$ cat config.mk
export PLATFORM = sky130hd
export DESIGN_NAME = hazard_stall_unit
export DESIGN_NICKNAME = d
export VERILOG_FILES = /design/src/rtl/hazard_stall_unit.sv
export SDC_FILE = /design/constraint.sdc
export NUM_CORES = 1
export LEC_CHECK = 0
export ABC_AREA = 1
export BUFFER_PORTS_ARGS = -buffer_cell sky130_fd_sc_hd__buf_4
export CAP_MARGIN = 40
export CORE_UTILIZATION = 58
export DETAILED_ROUTE_END_ITERATION = 8
export GPL_ROUTABILITY_DRIVEN = 0
export PLACE_DENSITY_LB_ADDON = 0.05
export SYNTH_ARGS = -nofsm -noshare
export SYNTH_HDL_FRONTEND = slang
export SYNTH_SLANG_ARGS = --single-unit
export TNS_END_PERCENT = 50
$ cat constraint.sdc
create_clock -name CLK -period 3.2 [get_ports CLK]
set_clock_uncertainty 0.05 [all_clocks]
set_input_delay 0.64 -clock CLK [delete_from_list [all_inputs] [get_ports CLK]]
set_output_delay 0.64 -clock CLK [all_outputs]
set_load 0.01 [all_outputs]
$ cat src/rtl/hazard_stall_unit.sv
// Decode-stage hazard controller: load-use bubbles, taken-branch flushes, multiply stalls
// and a saturating stall-cycle counter. Multiply sequencing needs HAZARD_MULT_STALL_EN.
module hazard_stall_unit #(
    parameter int REG_ADDR_W  = 5,
    parameter int MULT_CYCLES = 4,
    parameter int CNT_W       = 32
) (
    input  logic                  CLK,
    input  logic                  RST,
    input  logic [REG_ADDR_W-1:0] RsD,
    input  logic [REG_ADDR_W-1:0] RtD,
    input  logic [REG_ADDR_W-1:0] RtE,
    input  logic                  MemtoRegE,
    input  logic                  RegWriteE,
    input  logic                  PCSrcD,
    input  logic                  MultStartE,
    output logic                  StallF,
    output logic                  StallD,
    output logic                  StallE,
    output logic                  FlushD,
    output logic                  FlushE,
    output logic                  Busy,
    output logic [CNT_W-1:0]      StallCount
);

    logic             lu;
    logic [CNT_W-1:0] stall_cnt_q, stall_cnt_d;

    assign lu = MemtoRegE & RegWriteE & (RtE != '0) & ((RtE == RsD) | (RtE == RtD));

`ifdef HAZARD_MULT_STALL_EN
    typedef enum logic {RUN, MULT_WAIT} state_t;

    state_t     state_q, state_d;
    logic [3:0] cnt_q, cnt_d;

    always_ff @(posedge CLK or negedge RST) begin
        if (!RST) begin
            state_q <= RUN;
            cnt_q   <= '0;
        end else begin
            state_q <= state_d;
            cnt_q   <= cnt_d;
        end
    end

    always_comb begin
        state_d = state_q;
        cnt_d   = cnt_q;
        StallF  = 1'b0;
        StallD  = 1'b0;
        StallE  = 1'b0;
        FlushE  = 1'b0;
        Busy    = 1'b0;
        case (state_q)
            RUN: begin
                // A multiply freezes EX, so no bubble is needed even if lu is also true.
                if (MultStartE) begin
                    StallF  = 1'b1;
                    StallD  = 1'b1;
                    StallE  = 1'b1;
                    state_d = MULT_WAIT;
                    cnt_d   = 4'(MULT_CYCLES - 2);
                end else if (lu) begin
                    StallF = 1'b1;
                    StallD = 1'b1;
                    FlushE = 1'b1;
                end
            end
            MULT_WAIT: begin
                StallF = 1'b1;
                StallD = 1'b1;
                StallE = 1'b1;
                Busy   = 1'b1;
                if (cnt_q == 4'd0) state_d = RUN;
                else               cnt_d   = cnt_q - 4'd1;
            end
            default: state_d = RUN;
        endcase
    end
`else
    logic unused_mult;
    assign unused_mult = MultStartE;

    always_comb begin
        StallF = lu;
        StallD = lu;
        FlushE = lu;
        StallE = 1'b0;
        Busy   = 1'b0;
    end
`endif

    // A branch seen while ID is held will reappear after release, so it is simply dropped.
    assign FlushD = PCSrcD & ~StallD;

    always_comb begin
        stall_cnt_d = stall_cnt_q;
        if (StallF && (stall_cnt_q != '1)) stall_cnt_d = stall_cnt_q + 1'b1;
    end

    always_ff @(posedge CLK or negedge RST) begin
        if (!RST) stall_cnt_q <= '0;
        else      stall_cnt_q <= stall_cnt_d;
    end

    assign StallCount = stall_cnt_q;

endmodule

==> reports/metrics.csv <==
stage,metric,value,unit
sta,minimum clock period,2.43,ns
pwr,Clk pwr share,0.366,
cells_and_area,Area growth syn-to-layout,20.7,%
grt,initial antenna violation count,0,
cells_and_area,Fillers,342,
floorplan,Core Rows,23,
drt,wire per inst,12.1,um
cells_and_area,"commonest non-fill, non-tap cell in the layout",nand2_1,
floorplan,# IOs,59,
pwr,leakage,1.38,nW
sta,RSZ-0062 raised after global routing,false,
floorplan,die area,4400,um^2
cells_and_area,layout cells sized above 1,0.175,
grt,pin count of the biggest net entering global routing,55,
cells_and_area,max reg flops,32,
grt,GR Util met3,0.0534,
logic_synthesis,Synth Cell Area,2400,um^2
drt,Final ANT Viol Nets,0,
drt,via count,2454,
placed_design,IO Port Bufs,55,
logic_synthesis,Post-Synthesis Cells,367,
logic_synthesis,largest family of logic cells by synthesized area,simple AND/OR/NAND/NOR gates,
cells_and_area,Multi-input gate area,1370,um^2
floorplan,core box area,4000,um^2
cells_and_area,most frequent cells in the layout,"nand2_1 (146), buf_4 (56), nor2_1 (45)",
pwr,Pint,0.652,mW
grt,met2 Use GR,0.469,
drt,DRT Pass-1 Iters,4,
drt,initial DRC count,184,
floorplan,Die Span Y,66.4,um
setup_path,Crit. End Element,primary output,
cts,Max clock buf depth,2,
setup_path,CP arrival,1.74,ns
logic_synthesis,share of the synthesized area in the top cell type,0.333,
sta,final hold vios,0,
logic_synthesis,post-synthesis compound-gate area fraction,0.0547,
floorplan,starting density of the core,0.601,
cells_and_area,ANT cells,0,
cts,cts hold-fix bufs,0,
placed_design,HPWL Detailed,4180,um
drt,drt drc,0,
grt,All-Layer GR Usage,0.284,
logic_synthesis,Synth Area in Adders,0.00521,
sta,slew at the pin closest to its max-slew limit,0.532,ns
setup_path,"critical path fanouts, max",8,
setup_path,CP required,2.51,ns
sta,final setup TNS,0,ns
setup_path,Startpoint Class,input pin,
hold_path,Hold Crit Class,in2async,
cts,clock sink count,32,
grt,first-pass GRT wire length,9530,um
pwr,Power Density,307,nW/um^2
logic_synthesis,simple-gate share of the synthesized area,0.443,
logic_synthesis,Mapped Avg Cell Area,6.55,um^2
cts,CTS buffer count,5,
sta,Slew HR,0.645,
cells_and_area,Storage cell area,801,um^2
floorplan,die extent in x,66.4,um
pwr,switching power share of the total,0.268,
logic_synthesis,Unique masters post-synth,23,
logic_synthesis,Seq cells post-synth,32,
setup_path,flop2flop setup slack,1.08,ns
logic_synthesis,Yosys warning count,0,
logic_synthesis,xor and xnor fraction of the mapped netlist area,0.0656,
logic_synthesis,post-synth top area cell,dfrtp_1,
sta,period utilization,0.758,
cts,Setup Buffers After CTS,0,
cts,number of H-tree levels,2,
pwr,NetSw,0.239,mW
logic_synthesis,sequential area share after synthesis,0.333,
drt,Vias/cell,5.19,
pwr,sequential fraction of design power,0.486,
cts,Post-CTS Resized,0,
cts,clock root cell,clkbuf_8,
setup_path,crit path kind,in2out,
logic_synthesis,Area contributors post-synth,"dfrtp_1 (33%), nand2_1 (23%), nor2_1 (7.0%)",
cells_and_area,nets,444,
sta,fin. max-slew vios,0,
pwr,total power,0.892,mW
cts,CTS tree,built,
setup_path,worst r2r src,StallCount[1],
grt,M1 GR Usage,0.364,
sta,fmax,0.412,GHz
job,Max-Cap Viols,0,
cts,Worst-path clk slew,0.07,ns
setup_path,origin of the worst setup path,RtE[0],
grt,Top Usage Layer GRT,met2,
pwr,Gate power share,0.148,
grt,vias in the first global route,2168,
pwr,"IR drop worst, VDD",0.000195,V
logic_synthesis,multiplexer share of the synthesized area,0,
run_status,outcome,finished clean,
grt,gr ovfl total,0,
drt,Detailed Route WL,5710,um
cts,Worst-Skew Late Latency,0.29,ns
sta,# setup viols final,0,
routing by layer:
| layer | routed length (um) | part of all wire |
|---|---|---|
| met4 | 68 | 0.012 |
| met2 | 2770 | 0.48 |
| met1 | 2470 | 0.43 |
| met3 | 406 | 0.071 |
| met5 | 0 | 0 |
power groups by stage:
stage	Clock [mW]	Sequential [mW]	Combinational, mW
2_1_floorplan	0	0.445	0.0683
3_3_place_gp	0	0.441	0.128
3_5_place_dp	0	0.441	0.134
4_1_cts	0.328	0.433	0.134
5_1_grt	0.346	0.435	0.154
6_report	0.326	0.433	0.132
worst max-delay path: stages:
cell     delay, ns
buf_4         0.13
nor2_1        0.10
nor2_1        0.05
nor2_1        0.10
nand3_1       0.12
a21oi_2       0.24
buf_4         0.22
buf_4         0.13
Yosys cell counts:
cell and n:
nand2_1 146, nor2_1 45, inv_1 41, dfrtp_1 32
nand3_1 15, o21ai_1 13, xnor2_1 11, nand3b_1 10
nand4_1 10, o21ai_0 10, xor2_1 7, buf_4 6
nor2_4 5, buf_6 3, nand2_2 3, and2_1 2
nand3_4 2, a21oi_2 1, conb_1 1, ha_1 1
nor2_2 1, nor3_1 1, o21bai_1 1
final timing paths:
path	endpoint	cells after the start
min in group CLK	StallCount[0]	2
max reg2reg	StallCount[2]	9
min reg2reg	StallCount[0]	2
min	StallCount[15]	1
max in group asynchronous	StallCount[11]	1
max	FlushE	8
cells by family after synthesis:
kind of cell / Yosys count
compound gates: 25
xor+xnor: 18
fa+ha+maj: 1
buf+inv: 50
flops: 32
other cells: 1
simple gates: 240
layout make-up:
type	instances	area share
Clock buffer	8	0.0311
Tap cell	50	0.0216
Multi-Input combinational cell	286	0.473
Timing Repair Buffer	56	0.145
Inverter	41	0.0531
Sequential cell	32	0.276
per-stage QoR:
stage	worst slack, ns	hold WS [ns]	cell area (um^2)	std cells	utilization
finish	0.773	0.242	2900	473	0.725
floorplan	0.958	0.294	2410	368	-
CTS	0.789	0.253	2900	473	0.725
global placement	0.831	0.478	2810	465	0.703
detailed placement	0.799	0.472	2810	465	0.703
global route	0.645	0.277	2900	473	0.725
No activity file was read; power rests on OpenSTA's default activity.
